[src/rtl/prog_loader_if.sv]
// Host byte-stream handshake between the program source and the loader.
interface prog_loader_if;
  logic       host_valid;
  logic [7:0] host_data;
  logic       host_ready;

  modport master (output host_valid, output host_data, input host_ready);
  modport slave  (input host_valid, input host_data, output host_ready);
endinterface

[src/rtl/prog_loader.sv]
// Streams a length-prefixed, checksummed program from a host into instruction
// memory and releases the processor reset only after a verified load.
module prog_loader #(
  parameter int unsigned MAX_WORDS = 1024
) (
  input  logic          CLK,
  input  logic          RESET,
  input  logic          start,
  prog_loader_if.slave  host,
  output logic          wr_en,
  output logic [15:0]   wr_addr,
  output logic [8:0]    wr_data,
  output logic          cpu_reset,
  output logic          done,
  output logic          error
);

  typedef enum logic [2:0] {
    IDLE, LEN_HI, LEN_LO, INS_HI, INS_LO, CHECK, DONE, ERR
  } state_t;

  state_t      state_q, state_d;
  logic [15:0] len_q, len_d;
  logic [15:0] cnt_q, cnt_d;
  logic [7:0]  csum_q, csum_d;
  logic        hi_q, hi_d;
  logic        wr_en_q, wr_en_d;
  logic [15:0] wr_addr_q, wr_addr_d;
  logic [8:0]  wr_data_q, wr_data_d;

  logic        ready;
  logic        xfer;
  logic [15:0] len_full;
  logic [15:0] cnt_inc;

  always_ff @(posedge CLK) begin
    if (RESET) begin
      state_q   <= IDLE;
      len_q     <= '0;
      cnt_q     <= '0;
      csum_q    <= '0;
      hi_q      <= 1'b0;
      wr_en_q   <= 1'b0;
      wr_addr_q <= '0;
      wr_data_q <= '0;
    end else begin
      state_q   <= state_d;
      len_q     <= len_d;
      cnt_q     <= cnt_d;
      csum_q    <= csum_d;
      hi_q      <= hi_d;
      wr_en_q   <= wr_en_d;
      wr_addr_q <= wr_addr_d;
      wr_data_q <= wr_data_d;
    end
  end

  always_comb begin
    state_d   = state_q;
    len_d     = len_q;
    cnt_d     = cnt_q;
    csum_d    = csum_q;
    hi_d      = hi_q;
    wr_en_d   = 1'b0;
    wr_addr_d = wr_addr_q;
    wr_data_d = wr_data_q;

    ready    = (state_q == LEN_HI) || (state_q == LEN_LO) || (state_q == INS_HI) ||
               (state_q == INS_LO) || (state_q == CHECK);
    xfer     = ready && host.host_valid;
    len_full = {len_q[15:8], host.host_data};
    cnt_inc  = cnt_q + 16'd1;

    case (state_q)
      IDLE, DONE, ERR: begin
        if (start) begin
          state_d = LEN_HI;
          len_d   = '0;
          cnt_d   = '0;
          csum_d  = '0;
        end
      end
      LEN_HI: begin
        if (xfer) begin
          len_d   = {host.host_data, 8'h00};
          state_d = LEN_LO;
        end
      end
      LEN_LO: begin
        if (xfer) begin
          len_d = len_full;
          if (32'(len_full) > MAX_WORDS) state_d = ERR;
          else if (len_full == 16'd0)    state_d = CHECK;
          else                           state_d = INS_HI;
        end
      end
      INS_HI: begin
        if (xfer) begin
          if (host.host_data[7:1] != 7'd0) begin
            state_d = ERR;
          end else begin
            hi_d    = host.host_data[0];
            csum_d  = csum_q + host.host_data;
            state_d = INS_LO;
          end
        end
      end
      INS_LO: begin
        if (xfer) begin
          // cnt_q doubles as the write address; compare its incremented value to N
          wr_en_d   = 1'b1;
          wr_addr_d = cnt_q;
          wr_data_d = {hi_q, host.host_data};
          csum_d    = csum_q + host.host_data;
          cnt_d     = cnt_inc;
          state_d   = (cnt_inc == len_q) ? CHECK : INS_HI;
        end
      end
      CHECK: begin
        if (xfer) state_d = (host.host_data == csum_q) ? DONE : ERR;
      end
      default: state_d = IDLE;
    endcase
  end

  assign host.host_ready = ready;
  assign wr_en           = wr_en_q;
  assign wr_addr         = wr_addr_q;
  assign wr_data         = wr_data_q;
  assign done            = (state_q == DONE);
  assign error           = (state_q == ERR);
  assign cpu_reset       = (state_q != DONE);

endmodule
[src/flat_wrapper.sv]
// flat-port wrapper written by rule: the top's interface ports become plain ports
module prog_loader_flat 
#(
  parameter int unsigned MAX_WORDS = 1024
)
  (CLK, RESET, start, wr_en, wr_addr, wr_data, cpu_reset, done, error, host_host_valid, host_host_data, host_host_ready);
  prog_loader_if host_i ();
  input  logic CLK;
  input  logic RESET;
  input  logic start;
  output logic wr_en;
  output logic [15:0] wr_addr;
  output logic [8:0] wr_data;
  output logic cpu_reset;
  output logic done;
  output logic error;
  input wire logic [$bits(host_i.host_valid)-1:0] host_host_valid;
  input wire logic [$bits(host_i.host_data)-1:0] host_host_data;
  output wire logic [$bits(host_i.host_ready)-1:0] host_host_ready;
  assign host_i.host_valid = host_host_valid;
  assign host_i.host_data = host_host_data;
  assign host_host_ready = host_i.host_ready;
  prog_loader #(.MAX_WORDS(MAX_WORDS)) u_core (.CLK(CLK), .RESET(RESET), .start(start), .host(host_i), .wr_en(wr_en), .wr_addr(wr_addr), .wr_data(wr_data), .cpu_reset(cpu_reset), .done(done), .error(error));
endmodule
[config.mk]
export PLATFORM = sky130hd
export DESIGN_NAME = prog_loader_flat
export DESIGN_NICKNAME = d
export VERILOG_FILES = /design/src/rtl/prog_loader_if.sv /design/src/rtl/prog_loader.sv /design/src/flat_wrapper.sv
export SDC_FILE = /design/constraint.sdc
export NUM_CORES = 1
export LEC_CHECK = 0
export CELL_PAD_IN_SITES_DETAIL_PLACEMENT = 1
export CELL_PAD_IN_SITES_GLOBAL_PLACEMENT = 2
export CORE_AREA = 2 2 109 111
export DETAILED_ROUTE_END_ITERATION = 8
export DIE_AREA = 0 0 111 113
export PLACE_DENSITY_LB_ADDON = 0.1
export SLEW_MARGIN = 30
export SYNTH_ARGS = -nofsm -noshare
export SYNTH_HDL_FRONTEND = slang
export SYNTH_SLANG_ARGS = --single-unit
[constraint.sdc]
create_clock -name CLK -period 4 [get_ports CLK]
set_clock_uncertainty 0.15 [all_clocks]
set_input_delay 0.8 -clock CLK [delete_from_list [all_inputs] [get_ports CLK]]
set_output_delay 0.8 -clock CLK [all_outputs]
set_load 0.02 [all_outputs]
==> out/qor.json, run 1 <==
{
  "power_and_ir_drop": {
    "static-leakage-power_nw": 1.599,
    "p_total_mw": 1.803,
    "p_per_cell_area_mw_per_mm2": 384.3,
    "ir_drop_v": 0.0002933
  },
  "sta": {
    "report.final.setup_viol": 0,
    "final_hold_violating_endpoints": 0,
    "drv_slew": 0,
    "maxClockFrequency_ghz": 0.2984,
    "finalCritPeriodShare_pct": 83.77,
    "worst-slew-pin-transition_ns": 0.9464,
    "timing.slew.headroom_pct": 36.82,
    "setup_total_negative_slack_ns": 0,
    "minimum_clock_period_after_layout_ns": 3.351,
    "setup_slack_ns": 0.6490,
    "unrepaired_setup_endpoints_after_global_routing": "no",
    "hold_slack_ns": 0.3059
  },
  "critical_path": {
    "crit_type": "reg -> out",
    "worst_setup_path_end_kind": "output pin",
    "worst_path_dominant_cell_family": "flip-flops",
    "cp.arrival_ns": 2.40,
    "worstSetupStartpointType": "flop",
    "cell_type_of_the_slowest_stage_on_the_worst_timing_path": "sky130_fd_sc_hd__dfxtp_1",
    "worstPathCellList": "nor2b_1 > nand2_1 > inv_1 > clkdlybuf4s50_1",
    "crit_buf_inv": 2,
    "critical_path.max_stage_delay_ns": 0.94,
    "worst-path-max-fanout": 28,
    "worst-endpoint-required_ns": 3.05
  },
  "cells_and_area": {
    "n_antenna_cell": 0,
    "final_nets": 554,
    "final_core_util_pct": 41.63,
    "sequential_cell_area_sq_mm": 0.001401,
    "layout-drive-gt1-share_pct": 5.948,
    "layout.cells.non_filler": 681,
    "areaGrowthSynthToFinish_pct": 20.85,
    "multi_input_comb_area_sq_mm": 0.002285,
    "num-fill-cells": 1366,
    "final_area_sq_mm": 0.004692
  },
  "floorplan": {
    "die_height_um": 113,
    "coreArea_sq_mm": 0.01127,
    "std_cell_rows": 39,
    "fp.dieW_um": 111,
    "ios": 42,
    "design.die.area_sq_mm": 0.01254,
    "initial_core_util_pct": 34.44
  },
  "drt": {
    "detail_route.vias_per_cell": 5.483,
    "routed-via-count": 3734,
    "route.detailed.drc": 0,
    "drtAntennaViolNets": 0,
    "dr.max_layer_used": "met4",
    "wl_met2_mm": 6.250,
    "wl_final_mm": 12.27,
    "detail_route.iter0.violations": 186,
    "detailedRoute.firstPassIterationCount": 4,
    "detailroute.wirelength.met3_um": 306,
    "detail_route.wl_per_cell_um": 18.02,
    "wl_met1_mm": 5.520
  },
  "yosys": {
    "synth_top_flop_cell": "sky130_fd_sc_hd__dfxtp_1",
    "synth-warning-count": 0,
    "number_of_flops_mapped_to_enable_cells_by_yosys": 0,
    "netlist_instances": 513,
    "synthDistinctLibCells": 55,
    "ys_async_sr_fraction_pct": 0,
    "seq_area_frac_synth_pct": 36.09,
    "synthesized_area_per_cell_sq_um": 7.568,
    "ffs_latches_synth": 70,
    "synth.cell_area_sq_mm": 0.003882,
    "syn-num-nets": 534
  },
  "cts": {
    "tritoncts.num_buffers": 9,
    "clk_pin_slew_ns": 0.06,
    "post_cts_resized": 0,
    "cts.sinks": 70,
    "cts_root_buffer": "sky130_fd_sc_hd__clkbuf_16",
    "number_of_buffers_inserted_by_hold_repair_at_cts": 0,
    "cts_tree": "yes",
    "maximum_clock_insertion_buffer_count": 2,
    "insertion_delay_ns": 0.34,
    "htreeDepth": 3,
    "post-cts-setup-buffers": 0
  },
  "placement": {
    "dpl_worst_slack_ns": 0.4416,
    "port_buffers": 41,
    "dpl_cell_area_sq_mm": 0.004364,
    "placed_cells": 665,
    "gp_congestion": 0.7961,
    "post-dp-hpwl_mm": 8.819
  },
  "flow_run": {
    "cap_violations": 0
  },
  "global_route": {
    "global_route.usage.total_pct": 20.54,
    "grt_start_max_net_pins": 61,
    "grt_first_pass_wirelength_mm": 20.56,
    "grt_antenna_before_repair": 0,
    "global_route.overflow_total": 0,
    "first_global_vias": 3851
  },
  "outcome": {
    "run_status": "finished clean"
  },
  "min_path": {
    "hold_path.class": "reg -> reg"
  }
}
[tightest hold or removal path, stage by stage (launching register included)]
cell                      delay [ns]
sky130_fd_sc_hd__dfxtp_1        0.31
sky130_fd_sc_hd__nand2_1        0.05
sky130_fd_sc_hd__a21oi_1        0.05
[path summary, 6_finish.rpt]
| check | start | end | slack [ns] | cells after the start |
|---|---|---|---|---|
| worst max-delay path | u_core.state_q[2] | done | 0.65 | 4 |
| worst min-delay path | u_core.wr_data[1] | u_core.wr_data[1] | 0.31 | 2 |
| worst max register to register | u_core.state_q[1] | u_core.csum_q[7] | 1.23 | 7 |
| worst min register to register | u_core.wr_data[1] | u_core.wr_data[1] | 0.31 | 2 |
[power by group]
group	leakage, nW	switching (mW)	internal (mW)
Combinational	0.879	0.125	0.0687
Clock	0.156	0.330	0.548
Sequential	0.565	0.0241	0.708
[cell usage in the layout, fill, tap and decap left out, types with 4 or more instances in the layout]
master / instances
sky130_fd_sc_hd__nand2_1: 83
sky130_fd_sc_hd__dfxtp_1: 70
sky130_fd_sc_hd__a21oi_1: 65
sky130_fd_sc_hd__nor2_1: 45
sky130_fd_sc_hd__clkdlybuf4s50_1: 40
sky130_fd_sc_hd__xnor2_1: 19
sky130_fd_sc_hd__nand3_1: 18
sky130_fd_sc_hd__o21ai_0: 16
sky130_fd_sc_hd__nor3_1: 13
sky130_fd_sc_hd__inv_1: 12
sky130_fd_sc_hd__nor4_1: 12
sky130_fd_sc_hd__o211ai_1: 11
sky130_fd_sc_hd__and3_1: 10
sky130_fd_sc_hd__clkbuf_16: 9
sky130_fd_sc_hd__or3_1: 8
sky130_fd_sc_hd__ha_1: 8
sky130_fd_sc_hd__buf_4: 7
sky130_fd_sc_hd__nand2b_1: 6
sky130_fd_sc_hd__and4_1: 5
sky130_fd_sc_hd__o21a_1: 5
sky130_fd_sc_hd__or4_1: 4
sky130_fd_sc_hd__nand4_1: 4
sky130_fd_sc_hd__a31oi_1: 4
sky130_fd_sc_hd__xor2_1: 4
[metal layers]
layer	up-vias	GRT usage, %
met5	-	0
met1	1802	24.86
met4	0	6.167
met2	52	36.89
li1	1866	-
met3	14	4.178
[area by class of cell]
cell class | instances | share of cell area, %
Multi-Input combinational cell | 392 | 48.69
Sequential cell | 70 | 29.87
Timing Repair Buffer | 48 | 9.760
Clock buffer | 9 | 4.800
Tap cell | 143 | 3.813
Clock inverter | 7 | 2.107
Inverter | 12 | 0.9600
[flip-flops by register name, indices dropped and copies added, names as in the netlist]
signal          cells
u_core.wr_data      9
u_core.len_q       16
u_core.hi_q         1
u_core.state_q      3
u_core.wr_addr     16
u_core.wr_en        1
u_core.cnt_q       16
u_core.csum_q       8
[synthesized netlist by cell type (all sizes together), types with 3 or more instances]
cell / count / area (sq um)
clkbuf: 27 / 103.9
and3: 10 / 62.56
or4: 4 / 30.03
inv: 12 / 45.04
a21boi: 3 / 22.52
nor3: 14 / 75.07
a311oi: 3 / 26.28
nand3: 19 / 100.1
nor2: 45 / 168.9
ha: 8 / 100.1
nand2b: 6 / 37.54
nand4: 6 / 58.80
o211ai: 11 / 82.58
a21oi: 65 / 325.3
a22oi: 3 / 22.52
nor2b: 3 / 18.77
nor4: 14 / 108.9
o2111ai: 3 / 26.28
xnor2: 19 / 166.4
and4: 5 / 43.79
o21ai: 20 / 100.1
xor2: 4 / 35.03
nand2: 83 / 311.6
nor3b: 3 / 27.52
buf: 12 / 57.56
or3: 8 / 50.05
nand3b: 3 / 22.52
a21o: 3 / 22.52
o21a: 5 / 37.54
dfxtp: 70 / 1401
a31oi: 4 / 25.02
[logic make-up (layout without fill, tap and decap cells)]
| group | count (synthesis) | count (layout) | share of synthesized area [%] |
|---|---|---|---|
| muxes | 2 | 2 | 0.5157 |
| AOI/OAI and AO/OA | 132 | 132 | 20.34 |
| DFF | 70 | 70 | 36.09 |
| xor gates and xnor gates | 23 | 23 | 5.188 |
| buffers and inverters | 51 | 76 | 5.317 |
| adders and majority gates | 9 | 9 | 3.094 |
| and+or+nand+nor | 226 | 226 | 29.46 |
Power figures use the tool's default switching activity.
==> inputs of run 2 (changes only) <==
--- a/config.mk
+++ b/config.mk
@@ -7,9 +7,9 @@
 export LEC_CHECK = 0
 export CELL_PAD_IN_SITES_DETAIL_PLACEMENT = 1
 export CELL_PAD_IN_SITES_GLOBAL_PLACEMENT = 2
-export CORE_AREA = 2 2 109 111
+export CORE_AREA = 2 2 117 119
 export DETAILED_ROUTE_END_ITERATION = 8
-export DIE_AREA = 0 0 111 113
+export DIE_AREA = 0 0 119 121
 export PLACE_DENSITY_LB_ADDON = 0.1
 export SLEW_MARGIN = 30
 export SYNTH_ARGS = -nofsm -noshare
==> constraint.sdc (replaced) <==
create_clock -name CLK -period 2.95 [get_ports CLK]
set_clock_uncertainty 0.15 [all_clocks]
set_input_delay 0.59 -clock CLK [delete_from_list [all_inputs] [get_ports CLK]]
set_output_delay 0.59 -clock CLK [all_outputs]
set_load 0.02 [all_outputs]
==> run 2 against run 1 <==
Clock-buffer cell count unchanged. Combinational power increased by 59%. Wire length increased by 1.8%. Critical path type unchanged. Largest cell class unchanged. Largest power group unchanged.
==> out/qor.json, run 2 (synthesized netlist as in run 1, its figures left out) <==
{
  "cts": {
    "cts_root_buffer": {"value": "sky130_fd_sc_hd__clkbuf_16", "change": "unchanged"},
    "maximum_clock_insertion_buffer_count": {"value": 2, "change": "unchanged"},
    "cts_tree": {"value": "yes", "change": "unchanged"},
    "insertion_delay": {"value": 0.34, "unit": "ns", "change": "about the same"},
    "clk_pin_slew": {"value": 0.06, "unit": "ns", "change": "about the same"},
    "post_cts_resized": {"value": 0, "change": "unchanged"},
    "number_of_buffers_inserted_by_hold_repair_at_cts": {"value": 0, "change": "unchanged"},
    "tritoncts.num_buffers": {"value": 9, "change": "unchanged"},
    "post-cts-setup-buffers": {"value": 0, "change": "unchanged"},
    "htreeDepth": {"value": 3, "change": "unchanged"},
    "cts.sinks": {"value": 70, "change": "unchanged"}
  },
  "cells_and_area": {
    "num-fill-cells": {"value": 1595, "change": "was 1366"},
    "layout-drive-gt1-share": {"value": 9.626, "unit": "%", "change": "was 5.948%"},
    "multi_input_comb_area": {"value": 0.002281, "unit": "sq mm", "change": "was 0.002285 sq mm"},
    "final_nets": {"value": 577, "change": "was 554"},
    "n_antenna_cell": {"value": 0, "change": "unchanged"},
    "areaGrowthSynthToFinish": {"value": 26.88, "unit": "%", "change": "was 20.85%"},
    "sequential_cell_area": {"value": 0.001401, "unit": "sq mm", "change": "unchanged"},
    "layout.cells.most_common_list": {"value": "sky130_fd_sc_hd__nand2_1, sky130_fd_sc_hd__dfxtp_1, sky130_fd_sc_hd__a21oi_1", "change": "unchanged"},
    "final_common_cell": {"value": "sky130_fd_sc_hd__nand2_1", "change": "unchanged"},
    "final_area": {"value": 0.004926, "unit": "sq mm", "change": "was 0.004692 sq mm"},
    "layout.cells.non_filler": {"value": 737, "change": "was 681"}
  },
  "power_and_ir_drop": {
    "static-leakage-power": {"value": 1.718, "unit": "nW", "change": "was 1.599 nW"},
    "internal-power": {"value": 1.818, "unit": "mW", "change": "was 1.325 mW"},
    "power.switching_fraction": {"value": 26.79, "unit": "%", "change": "was 26.53%"},
    "switchingPower": {"value": 0.6653, "unit": "mW", "change": "was 0.4784 mW"},
    "pwr-share-seq": {"value": 39.4, "unit": "%", "change": "was 40.6%"},
    "share_clk_of_total_power": {"value": 48.3, "unit": "%", "change": "was 48.7%"},
    "ir_drop": {"value": 0.0002192, "unit": "V", "change": "was 0.0002933 V"},
    "p_total": {"value": 2.483, "unit": "mW", "change": "was 1.803 mW"},
    "combinational_cell_fraction_of_total_power": {"value": 12.3, "unit": "%", "change": "was 10.7%"},
    "p_per_cell_area": {"value": 504.0, "unit": "mW/mm^2", "change": "was 384.3 mW/mm^2"}
  },
  "sta": {
    "unrepaired_setup_endpoints_after_global_routing": {"value": "no", "change": "unchanged"},
    "timing.slew.headroom": {"value": 38.79, "unit": "%", "change": "was 36.82%"},
    "maxClockFrequency_ghz": 0.3629,
    "drv_slew": {"value": 0, "change": "unchanged"},
    "worst-slew-pin-transition": {"value": 0.9162, "unit": "ns", "change": "was 0.9464 ns"},
    "finalCritPeriodShare_pct": 93.40,
    "setup_total_negative_slack": {"value": 0, "unit": "ns", "change": "unchanged"},
    "hold_slack": {"value": 0.3016, "unit": "ns", "change": "was 0.3059 ns"},
    "final_hold_violating_endpoints": {"value": 0, "change": "unchanged"},
    "report.final.setup_viol": {"value": 0, "change": "unchanged"},
    "minimum_clock_period_after_layout_ns": 2.755
  },
  "critical_path": {
    "worst_setup_path_end_kind": {"value": "output pin", "change": "unchanged"},
    "crit_type": {"value": "reg -> out", "change": "unchanged"},
    "worst-path-max-fanout": {"value": 27, "change": "was 28"},
    "worst_path_dominant_cell_family": {"value": "buffers and inverters", "change": "was flip-flops"},
    "crit_cells": {"value": 5, "change": "was 4"},
    "worst-endpoint-required": {"value": 2.21, "unit": "ns", "change": "was 3.05 ns"},
    "cp.arrival": {"value": 2.02, "unit": "ns", "change": "was 2.40 ns"},
    "worstSetupStartpointType": {"value": "flop", "change": "unchanged"},
    "crit_buf_inv": {"value": 3, "change": "was 2"},
    "rr_worst_depth": {"value": 6, "change": "was 7"},
    "critical_path.max_stage_delay": {"value": 0.59, "unit": "ns", "change": "was 0.94 ns"},
    "cell_type_of_the_slowest_stage_on_the_worst_timing_path": {"value": "sky130_fd_sc_hd__clkdlybuf4s50_1", "change": "was sky130_fd_sc_hd__dfxtp_1"},
    "worstPathCellList": {"value": "buf_4 > nor2b_1 > nand2_1 > inv_1 > clkdlybuf4s50_1", "change": "was nor2b_1 > nand2_1 > inv_1 > clkdlybuf4s50_1"}
  },
  "global_route": {
    "global_route.usage.total": {"value": 18.40, "unit": "%", "change": "was 20.54%"},
    "gr-usage-met2": {"value": 32.69, "unit": "%", "change": "was 36.89%"},
    "grt.met3_usage": {"value": 4.370, "unit": "%", "change": "was 4.178%"},
    "grt_most_used_layer": {"value": "met2", "change": "unchanged"},
    "grt_antenna_before_repair": {"value": 0, "change": "unchanged"},
    "globalRouteMet1Util": {"value": 21.92, "unit": "%", "change": "was 24.86%"},
    "first_global_vias": {"value": 3946, "change": "was 3851"},
    "grt_first_pass_wirelength": {"value": 20.94, "unit": "mm", "change": "was 20.56 mm"},
    "global_route.overflow_total": {"value": 0, "change": "unchanged"},
    "grt_start_max_net_pins": {"value": 64, "change": "was 61"}
  },
  "floorplan": {
    "initial_core_util": {"value": 29.67, "unit": "%", "change": "was 34.44%"},
    "std_cell_rows": {"value": 42, "change": "was 39"},
    "coreArea": {"value": 0.01309, "unit": "sq mm", "change": "was 0.01127 sq mm"},
    "die_height": {"value": 121, "unit": "um", "change": "was 113 um"},
    "design.die.area": {"value": 0.01440, "unit": "sq mm", "change": "was 0.01254 sq mm"},
    "fp.dieW": {"value": 119, "unit": "um", "change": "was 111 um"},
    "ios": {"value": 42, "change": "unchanged"}
  },
  "drt": {
    "routed-via-count": {"value": 3800, "change": "was 3734"},
    "detail_route.wl_per_cell": {"value": 16.94, "unit": "um", "change": "was 18.02 um"},
    "detailedRoute.firstPassIterationCount": {"value": 4, "change": "unchanged"},
    "detail_route.vias_per_cell": {"value": 5.156, "change": "was 5.483"},
    "route.detailed.drc": {"value": 0, "change": "unchanged"},
    "wl_final": {"value": 12.49, "unit": "mm", "change": "was 12.27 mm"},
    "detail_route.iter0.violations": {"value": 140, "change": "was 186"},
    "drtAntennaViolNets": {"value": 0, "change": "unchanged"}
  },
  "min_path": {
    "hold_path.class": {"value": "reg -> reg", "change": "unchanged"},
    "timing.hold.worst_path_depth": {"value": 2, "change": "unchanged"}
  },
  "outcome": {
    "run_status": {"value": "finished clean", "change": "unchanged"}
  },
  "flow_run": {
    "cap_violations": {"value": 0, "change": "unchanged"}
  },
  "placement": {
    "dpl_cell_area": {"value": 0.004603, "unit": "sq mm", "change": "was 0.004364 sq mm"},
    "post-dp-hpwl": {"value": 9.199, "unit": "mm", "change": "was 8.819 mm"},
    "port_buffers": {"value": 41, "change": "unchanged"},
    "gp_congestion": {"value": 0.8355, "change": "was 0.7961"},
    "placed_cells": {"value": 721, "change": "was 665"}
  }
}
-- run 2: cell count changes in the layout (fill, tap and decap cells not counted), sizes merged --
| cell | before | now |
|---|---|---|
| buf | 8 | 31 |
| clkinv | 4 | 2 |
| clkinvlp | 1 | 2 |
| inv | 12 | 13 |
-- run 2: final cells by class --
class	instances	share of cell area [%]
clock inverters	7	1.981
clock buffers	9	4.572
flip-flops and latches	70	28.45
inverters	12	0.9144
multi-input cells	392	46.30
well taps	176	4.470
repair buffers	71	13.31
-- run 2: power groups by stage --
stage	Combinational, mW	Clock [mW]	Sequential [mW]
2_1_floorplan	0.187	0	0.991
3_3_place_gp	0.304	0	0.997
3_5_place_dp	0.309	0	0.998
4_1_cts	0.310	1.24	0.977
5_1_grt	0.340	1.27	0.979
6_report	0.306	1.20	0.977
-- run 2: final timing paths --
check | start | to | slack [ns]
worst max register to register | u_core.cnt_q[4] | u_core.state_q[1] | 0.31
worst min register to register | u_core.wr_addr[7] | u_core.wr_addr[7] | 0.30
worst min-delay path | u_core.wr_addr[7] | u_core.wr_addr[7] | 0.30
worst max-delay path | u_core.state_q[2] | done | 0.19
-- run 2: worst min-delay path, cell delays in order, from the launching register on --
cell and delay, ns:
sky130_fd_sc_hd__dfxtp_1 0.31, sky130_fd_sc_hd__nand2_1 0.05, sky130_fd_sc_hd__a21oi_1 0.05
-- run 2: metal layers --
| metal | up-vias | share of wire (%) |
|---|---|---|
| li1 | 1904 | - |
| met1 | 1833 | 45 |
| met2 | 45 | 51 |
| met3 | 18 | 2.7 |
| met4 | 0 | 1.8 |
| met5 | - | 0 |
-- run 2: stage by stage --
stage / worst slack, ns / util (%)
finish: 0.1946 / 37.65
global route: 0.03835 / 37.65
CTS: 0.1816 / 37.65
detailed placement: -0.09123 / 35.18
global placement: 0.01947 / 35.18
floorplan: 0.6535 / -
==> inputs of run 3 (changes only) <==
--- a/config.mk
+++ b/config.mk
@@ -10,6 +10,7 @@
 export CORE_AREA = 2 2 117 119
 export DETAILED_ROUTE_END_ITERATION = 8
 export DIE_AREA = 0 0 119 121
+export HOLD_SLACK_MARGIN = 0.02
 export PLACE_DENSITY_LB_ADDON = 0.1
 export SLEW_MARGIN = 30
 export SYNTH_ARGS = -nofsm -noshare
==> results of run 3 <==
No change in the layout: final DEF, timing and power equal those of run 2.
